File: config.mk
export PLATFORM = sky130hd
export DESIGN_NAME = score_counter_flat
export DESIGN_NICKNAME = d
export VERILOG_FILES = /design/src/rtl/score_counter_if.sv /design/src/rtl/score_counter.sv /design/src/flat_wrapper.sv
export SDC_FILE = /design/constraint.sdc
export NUM_CORES = 1
export LEC_CHECK = 0
export CORE_MARGIN = 2
export CORE_UTILIZATION = 40
export DETAILED_ROUTE_END_ITERATION = 7
export HOLD_SLACK_MARGIN = 0.02
export PLACE_DENSITY_LB_ADDON = 0.3
export SYNTH_ARGS = -nofsm -noshare
export SYNTH_HDL_FRONTEND = slang
export SYNTH_SLANG_ARGS = --single-unit
File: constraint.sdc
create_clock -name clk -period 5.1 [get_ports clk]
set_input_delay 1.02 -clock clk [delete_from_list [all_inputs] [get_ports clk]]
set_output_delay 1.02 -clock clk [all_outputs]
set_load 0.01 [all_outputs]
File: src/rtl/score_counter_if.sv
// Port bundle between the game logic and the score keeper.
// The master side drives the game events; the slave side is the score keeper.
interface score_counter_if #(
    parameter int DIGITS = 4
);
    logic                i_game_tick;
    logic                i_game_start_pulse;
    logic                i_game_over_pulse;
    logic [4*DIGITS-1:0] o_score;
    logic [4*DIGITS-1:0] o_high_score;
    logic                o_milestone_pulse;
    logic [2:0]          o_speed_level;
    logic                o_running;

    modport master (
        output i_game_tick,
        output i_game_start_pulse,
        output i_game_over_pulse,
        input  o_score,
        input  o_high_score,
        input  o_milestone_pulse,
        input  o_speed_level,
        input  o_running
    );

    modport slave (
        input  i_game_tick,
        input  i_game_start_pulse,
        input  i_game_over_pulse,
        output o_score,
        output o_high_score,
        output o_milestone_pulse,
        output o_speed_level,
        output o_running
    );
endinterface

File: src/rtl/score_counter.sv
// Packed-BCD game score keeper with high score, 100-point milestones and a
// saturating speed level. All outputs are registered.
module score_counter #(
    parameter int DIGITS          = 4,
    parameter int TICKS_PER_POINT = 6
) (
    input  logic            clk,
    input  logic            rst,
    score_counter_if.slave  bus
);
    localparam int W  = 4 * DIGITS;
    localparam int PW = (TICKS_PER_POINT > 1) ? $clog2(TICKS_PER_POINT) : 1;
    localparam logic [W-1:0]  ALL_NINES = {DIGITS{4'h9}};
    localparam logic [PW-1:0] LAST_TICK = PW'(TICKS_PER_POINT - 1);

    typedef enum logic [1:0] {
        IDLE    = 2'd0,
        RUNNING = 2'd1,
        OVER    = 2'd2
    } state_t;

    state_t        state;
    logic [PW-1:0] prescaler;
    logic [W-1:0]  score;
    logic [W-1:0]  high_score;
    logic          milestone;
    logic [2:0]    speed_level;
    logic          running;

    logic [W-1:0]  score_inc;
    logic          saturated;
    logic          hit_hundred;

    // Ripple a +1 through the BCD digits; a digit at 9 rolls to 0 and carries.
    function automatic logic [W-1:0] bcd_inc(input logic [W-1:0] v);
        logic [W-1:0] r;
        logic         carry;
        r     = v;
        carry = 1'b1;
        for (int d = 0; d < DIGITS; d++) begin
            if (carry) begin
                if (v[4*d +: 4] == 4'd9) begin
                    r[4*d +: 4] = 4'd0;
                end else begin
                    r[4*d +: 4] = v[4*d +: 4] + 4'd1;
                    carry       = 1'b0;
                end
            end
        end
        return r;
    endfunction

    assign score_inc   = bcd_inc(score);
    assign saturated   = (score == ALL_NINES);
    assign hit_hundred = (score_inc[7:0] == 8'h00);

    always_ff @(posedge clk or posedge rst) begin
        if (rst) begin
            state       <= IDLE;
            prescaler   <= '0;
            score       <= '0;
            high_score  <= '0;
            milestone   <= 1'b0;
            speed_level <= 3'd0;
            running     <= 1'b0;
        end else begin
            milestone <= 1'b0;
            case (state)
                IDLE, OVER: begin
                    if (bus.i_game_start_pulse) begin
                        state       <= RUNNING;
                        running     <= 1'b1;
                        score       <= '0;
                        prescaler   <= '0;
                        speed_level <= 3'd0;
                    end
                end
                RUNNING: begin
                    // Game over takes priority over a coincident tick or start.
                    if (bus.i_game_over_pulse) begin
                        state     <= OVER;
                        running   <= 1'b0;
                        prescaler <= '0;
                        if (score > high_score) begin
                            high_score <= score;
                        end
                    end else if (bus.i_game_tick) begin
                        if (prescaler == LAST_TICK) begin
                            prescaler <= '0;
                            if (!saturated) begin
                                score <= score_inc;
                                if (hit_hundred) begin
                                    milestone <= 1'b1;
                                    if (speed_level != 3'd7) begin
                                        speed_level <= speed_level + 3'd1;
                                    end
                                end
                            end
                        end else begin
                            prescaler <= prescaler + PW'(1);
                        end
                    end
                end
                default: begin
                    state   <= IDLE;
                    running <= 1'b0;
                end
            endcase
        end
    end

    assign bus.o_score           = score;
    assign bus.o_high_score      = high_score;
    assign bus.o_milestone_pulse = milestone;
    assign bus.o_speed_level     = speed_level;
    assign bus.o_running         = running;
endmodule

File: src/flat_wrapper.sv
// flat-port wrapper written by rule: the top's interface ports become plain ports
module score_counter_flat 
#(
    parameter int DIGITS          = 4,
    parameter int TICKS_PER_POINT = 6
)
  (clk, rst, bus_i_game_tick, bus_i_game_start_pulse, bus_i_game_over_pulse, bus_o_score, bus_o_high_score, bus_o_milestone_pulse, bus_o_speed_level, bus_o_running);
  score_counter_if #(.DIGITS(DIGITS)) bus_i ();
  input  logic clk;
  input  logic rst;
  input wire logic [$bits(bus_i.i_game_tick)-1:0] bus_i_game_tick;
  input wire logic [$bits(bus_i.i_game_start_pulse)-1:0] bus_i_game_start_pulse;
  input wire logic [$bits(bus_i.i_game_over_pulse)-1:0] bus_i_game_over_pulse;
  output wire logic [$bits(bus_i.o_score)-1:0] bus_o_score;
  output wire logic [$bits(bus_i.o_high_score)-1:0] bus_o_high_score;
  output wire logic [$bits(bus_i.o_milestone_pulse)-1:0] bus_o_milestone_pulse;
  output wire logic [$bits(bus_i.o_speed_level)-1:0] bus_o_speed_level;
  output wire logic [$bits(bus_i.o_running)-1:0] bus_o_running;
  assign bus_i.i_game_tick = bus_i_game_tick;
  assign bus_i.i_game_start_pulse = bus_i_game_start_pulse;
  assign bus_i.i_game_over_pulse = bus_i_game_over_pulse;
  assign bus_o_score = bus_i.o_score;
  assign bus_o_high_score = bus_i.o_high_score;
  assign bus_o_milestone_pulse = bus_i.o_milestone_pulse;
  assign bus_o_speed_level = bus_i.o_speed_level;
  assign bus_o_running = bus_i.o_running;
  score_counter #(.DIGITS(DIGITS), .TICKS_PER_POINT(TICKS_PER_POINT)) u_core (.clk(clk), .rst(rst), .bus(bus_i));
endmodule
==> metrics.txt <==
# TYPE chip_impl_metric gauge
chip_impl_metric{name="setup_viol_count_final",unit=""} 0
chip_impl_metric{name="cts.repair_timing.setup_buffer_count",unit=""} 0
chip_impl_metric{name="cts_num_sinks",unit=""} 42
chip_impl_metric{name="layout_min_cycle_time",unit="ps"} 2870
chip_impl_metric{name="tightestPinTransition",unit="ps"} 980
chip_impl_metric{name="ratio_of_cells_with_drive_above_1_in_the_final_layout",unit="%"} 8.55
chip_impl_metric{name="drt_wl_total",unit="mm"} 5.36
chip_impl_metric{name="grt_pass1_wl",unit="mm"} 9.40
chip_impl_metric{name="cts_max_path_buffers",unit=""} 2
chip_impl_metric{name="dr.first_iter.drc_count",unit=""} 82
chip_impl_info{name="worst_setup_path_end_kind",value="flip-flop"} 1
chip_impl_metric{name="syn_to_final_growth",unit="%"} 21.1
chip_impl_metric{name="postCtsResizedCells",unit=""} 0
chip_impl_metric{name="relative_slew_slack",unit="%"} 34.6
chip_impl_metric{name="gp_routability_congestion",unit=""} 0.795
chip_impl_metric{name="synth_async_sr_flop_share",unit="%"} 100
chip_impl_metric{name="ant_nets",unit=""} 0
chip_impl_metric{name="drc",unit=""} 0
chip_impl_metric{name="final-hold-violation-count",unit=""} 0
chip_impl_metric{name="post-dp-hpwl",unit="mm"} 3.97
chip_impl_metric{name="max_freq",unit="GHz"} 0.349
chip_impl_metric{name="count_of_non_filler_cells_in_the_finished_layout",unit=""} 381
chip_impl_metric{name="fin_crit_sh",unit="%"} 56.3
chip_impl_metric{name="cp_data_arrival_time",unit="ps"} 3040
chip_impl_metric{name="grt_antenna_before_repair",unit=""} 0
chip_impl_metric{name="cts_buffers",unit=""} 5
chip_impl_info{name="mostFrequentLayoutCells",value="dfrtp_1, clkdlybuf4s50_1, o21ai_0"} 1
chip_impl_metric{name="wl_per_cell",unit="µm"} 14.1
chip_impl_info{name="critical_path_class",value="flip-flop to flip-flop"} 1
chip_impl_info{name="netlist.top_cell.by_area",value="dfrtp_1"} 1
chip_impl_metric{name="first_pass_iters",unit=""} 4
chip_impl_metric{name="route.vias.total",unit=""} 2077
chip_impl_metric{name="viasPerCell",unit=""} 5.45
chip_impl_metric{name="timing.critical_path.buf_inv",unit=""} 0
chip_impl_info{name="crit_path_start",value="u_core.bus.o_score[5]"} 1
chip_impl_metric{name="synth-seq-area-share",unit="%"} 40.7
chip_impl_metric{name="die_height",unit="µm"} 84.3
chip_impl_metric{name="power_per_cell_area",unit="nW/µm²"} 318
chip_impl_metric{name="grtUsageTotal",unit="%"} 16.1
chip_impl_metric{name="endpoint_required_time_on_the_critical_path",unit="ps"} 5280
chip_impl_metric{name="area.sequential",unit="µm²"} 1050
chip_impl_info{name="worst_r2r_startpoint",value="u_core.bus.o_score[5]"} 1
chip_impl_metric{name="num_io_pins",unit=""} 42
chip_impl_metric{name="synth_instances",unit=""} 262
chip_impl_info{name="tritoncts",value="done"} 1
chip_impl_metric{name="fp.dieArea",unit="µm²"} 7110
chip_impl_metric{name="setup_total_negative_slack",unit="ps"} 0
chip_impl_metric{name="layout.core_utilization",unit="%"} 49.8
chip_impl_metric{name="cts-htree-levels",unit=""} 2
chip_impl_metric{name="first_global_vias",unit=""} 1983
chip_impl_metric{name="placement_rows",unit=""} 29
chip_impl_metric{name="n_antenna_cell",unit=""} 0
chip_impl_info{name="min-delay-path-class",value="flip-flop to flip-flop"} 1
chip_impl_info{name="result_of_the_run",value="complete, no violations"} 1
chip_impl_metric{name="cp_max_fo",unit=""} 16
chip_impl_info{name="netlist_top_cells_area",value="dfrtp_1, ha_1, o21ai_0"} 1
chip_impl_metric{name="port_buffers",unit=""} 41
chip_impl_metric{name="synth.net_count",unit=""} 291
chip_impl_metric{name="post-place-cells",unit=""} 374
chip_impl_metric{name="clk-insertion-delay-late",unit="ps"} 290
chip_impl_metric{name="ys_ff_latch",unit=""} 42
chip_impl_info{name="synth-main-ff-cell",value="dfrtp_1"} 1
chip_impl_metric{name="postCtsHoldBufs",unit=""} 0
chip_impl_metric{name="gr-total-overflow",unit=""} 0
chip_impl_info{name="slowest_stage",value="o31ai_4"} 1
chip_impl_metric{name="fin_worst_skew",unit="ps"} 9.49
chip_impl_metric{name="cts.reportedPaths.clkPinSlew",unit="ps"} 80
chip_impl_metric{name="initial_core_util",unit="%"} 41.1
chip_impl_metric{name="nets",unit=""} 333
chip_impl_info{name="grt_setup_unrepaired",value="false"} 1
chip_impl_metric{name="placeableCoreArea",unit="µm²"} 6280
chip_impl_metric{name="worst_path_largest_cell_delay",unit="ps"} 860
chip_impl_metric{name="multi_input_area",unit="µm²"} 1390
chip_impl_metric{name="max_slew_vio_count",unit=""} 0
chip_impl_metric{name="synth_area_per_cell",unit="µm²"} 9.85
chip_impl_metric{name="power.static_leakage",unit="nW"} 1.42
chip_impl_info{name="timing.critical_path.max_delay_family",value="compound AO/OA/AOI/OAI gates"} 1
chip_impl_metric{name="synth_cell_types",unit=""} 52
chip_impl_metric{name="post_synthesis_cell_area",unit="µm²"} 2580
chip_impl_metric{name="die-width",unit="µm"} 84.3
chip_impl_info{name="timing.hold.worst.start",value="u_core.bus.o_running"} 1
chip_impl_info{name="timing.critical_path.cells",value="ha_1 -> a21oi_1 -> o21ai_0 -> a221o_1 -> o31ai_4 -> mux2_2"} 1
chip_impl_info{name="layout_commonest_cell",value="dfrtp_1"} 1
chip_impl_metric{name="number_of_enable_flip_flop_cells_after_synthesis",unit=""} 0
chip_impl_metric{name="synth_warnings",unit=""} 0
chip_impl_info{name="cts_root_buffer",value="clkbuf_8"} 1
chip_impl_metric{name="synthDominantCellAreaShare",unit="%"} 40.7
chip_impl_metric{name="nFillCells",unit=""} 628
chip_impl_metric{name="largest_net_degree_at_the_start_of_global_routing",unit=""} 43
chip_impl_info{name="timing.critical_path.from_type",value="flip-flop"} 1
chip_impl_metric{name="drv.max_cap_violation_count",unit=""} 0
chip_impl_metric{name="vdd.ir_drop.worst",unit="µV"} 145
==> state kept, by name (all words and copies together), names as in the netlist <==
name and flops:
u_core.bus.o_running 1, u_core.bus.o_high_score 16, u_core.bus.o_score 16, u_core.state 2, u_core.bus.o_milestone_pulse 1, u_core.prescaler 3, u_core.bus.o_speed_level 3
==> per-stage QoR <==
stage	worst slack [ps]	instance area (µm²)	hold WS [ps]	total power [mW]
after floorplan	2760	2580	460	0.652
after global placement	2160	3050	467	0.790
after detailed placement	2070	3050	466	0.800
after CTS	2220	3130	490	1.01
after global routing	2040	3130	513	1.07
final	2230	3130	484	0.993
==> layer usage <==
layer  track usage, %  share of wire [%]  wire length, µm  vias up
met2             25.5                 46             2490       36
li1                 -                  -                -     1035
met3             2.46                4.1              222        9
met5                0                  0                0        -
met1             22.6                 48             2560      997
met4             5.87                1.8               94        0
==> cells in the mapped netlist (all sizes together) (3+ instances only) <==
| library cell | n |
|---|---|
| dfrtp | 42 |
| o211ai | 4 |
| nor2 | 9 |
| a21oi | 9 |
| nor2b | 4 |
| nand2b | 8 |
| o21ai | 26 |
| nand3b | 4 |
| nor4 | 3 |
| buf | 3 |
| or3 | 3 |
| ha | 24 |
| nand3 | 11 |
| mux2i | 4 |
| o31ai | 7 |
| clkbuf | 4 |
| nand4 | 6 |
| mux2 | 12 |
| nand2 | 24 |
| inv | 24 |
==> worst paths after layout <==
kind,endpoint,slack [ps],cells after the start
min in group asynchronous,u_core.state[1],1170,3
setup / recovery,u_core.bus.o_high_score[0],2230,6
hold reg to reg,u_core.bus.o_running,480,2
setup reg to reg,u_core.bus.o_high_score[0],2230,6
hold / removal,u_core.bus.o_running,480,2
max in group asynchronous,u_core.bus.o_high_score[1],3560,3
==> worst min-delay path, cell delays in order, from the launching register on <==
cell,delay [ps]
dfrtp_1,350
nand2_1,50
nand2_1,50
==> final cells by class <==
cell class | instances | area share [%]
flip-flops and latches | 42 | 33.6
clock inverters | 2 | 0.320
multi-input cells | 189 | 44.5
well taps | 77 | 3.08
clock buffers | 5 | 2.20
repair buffers | 42 | 13.4
inverters | 24 | 2.88
==> cells by family (layout without fill, tap and decap cells) <==
kind of cell | after synthesis | in the layout | synth area share [%]
AO/OA/AOI/OAI | 63 | 63 | 16.5
XOR/XNOR | 2 | 2 | 0.679
adder cells (fa/ha/maj) | 24 | 24 | 11.6
buffers and inverters | 31 | 73 | 5.33
flip-flops | 42 | 42 | 40.7
multiplexers | 16 | 16 | 7.66
AND/OR/NAND/NOR | 84 | 84 | 17.5
==> power breakdown <==
part	total, mW	internal [mW]	switching, mW	leakage (nW)
logic	0.352	0.173	0.180	0.817
registers	0.437	0.380	0.0569	0.560
clock network	0.203	0.0920	0.111	0.0438
Power figures use the tool's default switching activity.
==> RTL edit 1: new RTL, same flow settings <==
`TICKS_PER_POINT` is set to 6 in 2 places; all go to 7.
--- a/src/rtl/score_counter.sv
+++ b/src/rtl/score_counter.sv
@@ -2,7 +2,7 @@
 // saturating speed level. All outputs are registered.
 module score_counter #(
     parameter int DIGITS          = 4,
-    parameter int TICKS_PER_POINT = 6
+    parameter int TICKS_PER_POINT = 7
 ) (
     input  logic            clk,
     input  logic            rst,
--- a/src/flat_wrapper.sv
+++ b/src/flat_wrapper.sv
@@ -2,7 +2,7 @@
 module score_counter_flat 
 #(
     parameter int DIGITS          = 4,
-    parameter int TICKS_PER_POINT = 6
+    parameter int TICKS_PER_POINT = 7
 )
   (clk, rst, bus_i_game_tick, bus_i_game_start_pulse, bus_i_game_over_pulse, bus_o_score, bus_o_high_score, bus_o_milestone_pulse, bus_o_speed_level, bus_o_running);
   score_counter_if #(.DIGITS(DIGITS)) bus_i ();
Check against the original RTL: not equivalent (Yosys sat finds a counterexample within 10 cycles, from zero or initial values and one cycle with rst high).
==> RTL edit 1 against the unedited design <==
Wire length grew 3.9%; synthesized cell count shrank 1.1%; sequential cell count is the same; die area grew 0.24%; total power grew 34%; area after synthesis grew 0.24%; register-to-register slack lost 0.03 ns; worst setup slack lost 0.046 ns; hold slack gained 0.0096 ns; cell area grew 0.72%; cell count shrank 0.52%; fmax shrank 1.6%; critical endpoint is now u_core.bus.o_score[15]; largest power group is now combinational cells.
==> RTL edit 1: results (changes against the unedited design) <==
[outcome]
status=complete, no violations  ; unchanged

[layout]
n_all_inverters=23  ; was 24
drive_above_1_share=0.09272  ; was 0.08553
buffers=43  ; was 42
multi_input_area_sq_um=1398  ; was 1391 sq um
fin_nets=330  ; was 333
clock_buffers=7  ; was 5
clk_share=0.02901  ; was 0.02522
nFillCells=580  ; was 628
non_clock_buffer_area_share=0.1351  ; was 0.1337
fin_util=0.4986  ; was 0.4979
sh_seq_area=0.3339  ; was 0.3363
multi_input_cells=186  ; was 189

[global_routing]
grt_pass1_vias=1936  ; was 1983
track_usage=0.1613  ; was 0.1615
grt_pass1_wl_mm=9.315  ; was 9.397 mm

[synth]
post_synth_num_cell_types=50  ; was 52
synthTopCellsByCount=dfrtp_1 (42), nand2_1 (25), ha_1 (24)  ; was dfrtp_1 (42), o21ai_0 (26), ha_1 (24), inv_1 (24), nand2_1 (24)
synthCells=259  ; was 262
syn_nets=288  ; was 291
yosysMostFrequentCell=dfrtp_1  ; unchanged
synth_area_leaders=dfrtp_1 (41%), ha_1 (12%), o21ai_0 (3.7%)  ; was dfrtp_1 (41%), ha_1 (12%), o21ai_0 (5.0%)
synth_seq_area_share=0.4064  ; was 0.4074

[cts]
numCtsBuffers=5  ; unchanged
clockRootBuffer=clkbuf_8  ; unchanged
postCtsSetupRepairBufs=0  ; unchanged

[drt]
wire_per_inst_microns=14.69  ; was 14.07 microns
viasPerCell=5.433  ; was 5.451
drc=0  ; unchanged
drt-initial-drc-count=105  ; was 82
routed-via-count=2059  ; was 2077

[placed_design]
post-place-ws_ns=1.895  ; was 2.068 ns
dp_cells=371  ; was 374
dp_hpwl_mm=4.005  ; was 3.967 mm
port_buffers=41  ; unchanged
place.gp.congestion=0.8082  ; was 0.7945

[timing]
finClkSkew_ns=0.008787  ; was 0.009494 ns
slew_headroom=0.3007  ; was 0.3464
period_share=0.5716  ; was 0.5626
hold_ws_ns=0.4939  ; was 0.4843 ns

[pwr]
ir_worst_vdd_uv=202.0  ; was 144.8 uV
clock_power_share=0.169  ; was 0.205
power_clock_mw=0.225  ; was 0.203 mW
p_leak_nw=1.435  ; was 1.421 nW
combPwrFrac=0.455  ; was 0.355
p_sw_frac=0.3807  ; was 0.3504

[critical_path]
critical_path_peak_fanout=14  ; was 16
r2r_slack_ns=2.20  ; was 2.23 ns
critical_path.top_delay_family=simple AND/OR/NAND/NOR gates  ; was compound AO/OA/AOI/OAI gates
worst_ep_arrival_time_ns=3.13  ; was 3.04 ns
cp_slowest_cell=clkdlybuf4s50_1  ; was o31ai_4
critPathMaxStageDelay_ns=0.50  ; was 0.86 ns

[min_path]
min_path_type=register to register  ; unchanged

[floorplan]
dieArea_sq_um=7125  ; was 7108 sq um

-- RTL edit 1: logic make-up (layout without fill, tap and decap cells) --
family,count (synthesis),after routing,synth area share
simple gates,82,82,0.1718
compound gates,61,61,0.1659
flops,42,42,0.4064
buf+inv,31,74,0.05322
fa+ha+maj,24,24,0.1161
mux,16,16,0.07644
xor+xnor,3,3,0.01016
-- RTL edit 1: worst paths after layout --
check	startpoint	to
worst min register to register	u_core.bus.o_running	u_core.bus.o_running
min in group asynchronous	rst	u_core.bus.o_high_score[14]
worst min-delay path	u_core.bus.o_running	u_core.bus.o_running
worst max-delay path	bus_i_game_over_pulse	u_core.bus.o_score[15]
max in group asynchronous	rst	u_core.bus.o_score[8]
worst max register to register	u_core.bus.o_score[5]	u_core.bus.o_high_score[2]
-- RTL edit 1: layer usage --
layer / GRT usage / up-vias / share of wire
met1: 0.2170 / 991 / 0.48
met3: 0.02852 / 5 / 0.042
met4: 0.06349 / 0 / 0.010
met5: 0 / - / 0
li1: - / 1021 / -
met2: 0.2597 / 42 / 0.47
==> RTL edit 2: new RTL, same flow settings <==
Without the edit above. Reset style: synchronous (`rst`), changed in one clocked block.
--- a/src/rtl/score_counter.sv
+++ b/src/rtl/score_counter.sv
@@ -54,7 +54,7 @@
     assign saturated   = (score == ALL_NINES);
     assign hit_hundred = (score_inc[7:0] == 8'h00);
 
-    always_ff @(posedge clk or posedge rst) begin
+    always_ff @(posedge clk) begin
         if (rst) begin
             state       <= IDLE;
             prescaler   <= '0;
Check against the original RTL: differs if rst is asserted again (counterexample within 4 cycles, from zero or initial values and one cycle with rst high); with rst held inactive, the same outputs for 10 cycles.
==> RTL edit 2 against the unedited design <==
Wire length increased by 7.5%; area after synthesis decreased by 2.1%; fmax decreased by 1.7%; sequential cell count unchanged; clock skew increased by 0.00083 ns; utilization increased by 0.54 points; count of clock-buffer cells in the layout increased by 2; via count increased by 9.4%; worst setup slack got worse by 0.049 ns; synthesized cell count increased by 16%; hold slack got worse by 0.0039 ns; cell area decreased by 3.0%; critical path type is now input port to register; critical endpoint is now u_core.bus.o_score[11].
Power is not compared: it rests on default switching activity, and its combinational part moved more than twofold at a synthesized area within 25%.
==> RTL edit 2: results (changes against the unedited design) <==
[layout]
antenna_cells=0  ; unchanged
nFillCells=605  ; was 628
drive_above_1_share=0.05638  ; was 0.08553
fin_nets=365  ; was 333

[min_path]
min_path_type=register to register  ; unchanged

[placed_design]
post-place-ws_ns=1.947  ; was 2.068 ns
dp_hpwl_mm=4.124  ; was 3.967 mm
placed_area_sq_um=2942  ; was 3047 sq um
place.gp.congestion=0.8025  ; was 0.7945
port_buffers=41  ; unchanged

[pwr]
p_leak_nw=1.099
ir_worst_vdd_uv=147.6
internal_power_mw=0.4591
combPwrFrac=0.084

[cts]
post_cts_resize_count=0  ; unchanged
clk_latency_ns=0.30
numCtsBuffers=5  ; unchanged
path_clk_slew_ns=0.07
postCtsSetupRepairBufs=0  ; unchanged
clockRootBuffer=clkbuf_8  ; unchanged
h-tree-depth=2  ; unchanged
clock_path_buffers=2  ; unchanged

[global_routing]
antenna_found_initial=0  ; unchanged
grt_pass1_vias=2144  ; was 1983
grt_max_degree=57  ; was 43
track_usage=0.1700  ; was 0.1615
grt_pass1_wl_mm=9.832  ; was 9.397 mm

[synth]
ys_warn_count=0  ; unchanged
syn_nets=334  ; was 291
synth_seq_area_share=0.3328  ; was 0.4074
synthTopCellsByCount=dfxtp_1 (42), a21oi_1 (28), o21ai_0 (26)  ; was dfrtp_1 (42), o21ai_0 (26), ha_1 (24), inv_1 (24), nand2_1 (24)
synthArstFlopShare=0  ; was 1.000
synth_area_leaders=dfxtp_1 (33%), ha_1 (12%), a21oi_1 (5.5%)  ; was dfrtp_1 (41%), ha_1 (12%), o21ai_0 (5.0%)
synthFlopType=dfxtp_1  ; was dfrtp_1
synthCells=305  ; was 262
post_synth_num_cell_types=53  ; was 52

[timing]
finClkSkew_ns=0.01033  ; was 0.009494 ns
slew_headroom=0.3551  ; was 0.3464

[drt]
viasPerCell=5.515  ; was 5.451
first_pass_iters=4  ; unchanged
drt-initial-drc-count=105  ; was 82
wire_per_inst_microns=13.99  ; was 14.07 microns

[critical_path]
worst_ep_arrival_time_ns=3.13  ; was 3.04 ns
critical_path.top_delay_family=simple AND/OR/NAND/NOR gates  ; was compound AO/OA/AOI/OAI gates
critical_path_peak_fanout=16  ; unchanged
critPathMaxStageDelay_ns=0.50  ; was 0.86 ns
cp_slowest_cell=or4_1  ; was o31ai_4

[outcome]
status=complete, no violations  ; unchanged

-- RTL edit 2: cell types whose count changed in the layout (fill, tap and decap cells not counted), sizes merged, moves of 4 or more --
cell	before	now
dfrtp	42	0
nor2	9	21
nand3	11	5
nor2b	4	14
inv	24	20
dfxtp	0	42
nor3	1	7
nand2	24	19
mux2	12	1
o31ai	7	13
a21oi	9	29
-- RTL edit 2: cell type report --
class,count,area (sq um),area share
Clock inverter,1,5.005,0.001650
Inverter,20,75.07,0.02475
Sequential cell,42,840.8,0.2772
Clock buffer,7,86.33,0.02847
Timing Repair Buffer,41,405.4,0.1337
Multi-Input combinational cell,226,1526,0.5033
Tap cell,75,93.84,0.03094
-- RTL edit 2: final timing paths --
kind                                       to  slack [ns]                        start  cells after the start
setup / recovery       u_core.bus.o_score[11]        2.18              bus_i_game_tick                      7
hold / removal    u_core.bus.o_speed_level[1]        0.48  u_core.bus.o_speed_level[1]                      2
setup reg to reg       u_core.bus.o_score[11]        2.36        u_core.bus.o_score[0]                      7
hold reg to reg   u_core.bus.o_speed_level[1]        0.48  u_core.bus.o_speed_level[1]                      2
-- RTL edit 2: power groups by stage --
stage | Sequential (mW) | Combinational (mW) | Clock, mW
after floorplan | 0.343 | 0.0357 | 0
after global placement | 0.343 | 0.0508 | 0
after detailed placement | 0.343 | 0.0516 | 0
after CTS | 0.335 | 0.0519 | 0.231
after global routing | 0.336 | 0.0589 | 0.248
final | 0.335 | 0.0517 | 0.225
-- RTL edit 2: kinds of logic (layout without fill, tap and decap cells) --
family / after synthesis / in the layout / synth area share
simple gates: 111 / 111 / 0.2516
compound gates: 84 / 84 / 0.2065
flops: 42 / 42 / 0.3328
buf+inv: 37 / 69 / 0.06290
fa+ha+maj: 24 / 24 / 0.1189
mux: 5 / 5 / 0.02031
xor+xnor: 2 / 2 / 0.006935
-- RTL edit 2: through the flow --
stage	hold slack (ns)	util	cells
after floorplan	0.4915	-	305
after global placement	0.4671	0.4882	404
after detailed placement	0.4736	0.4882	404
after CTS	0.4871	0.5033	412
after global routing	0.5166	0.5033	412
final	0.4804	0.5033	412
-- RTL edit 2: metal layers --
| metal | vias up | part of all wire | wire, microns | GRT usage |
|---|---|---|---|---|
| li1 | 1150 | - | - | - |
| met4 | 0 | 0.015 | 87 | 0.06891 |
| met5 | - | 0 | 0 | 0 |
| met2 | 50 | 0.47 | 2720 | 0.2683 |
| met1 | 1063 | 0.47 | 2721 | 0.2247 |
| met3 | 9 | 0.041 | 236 | 0.03858 |
-- RTL edit 2: tightest hold or removal path: cells and delay by family (launching register included) --
family | cells | cell delay (ns)
simple gates | 1 | 0.06
flops | 1 | 0.33
compound gates | 1 | 0.05
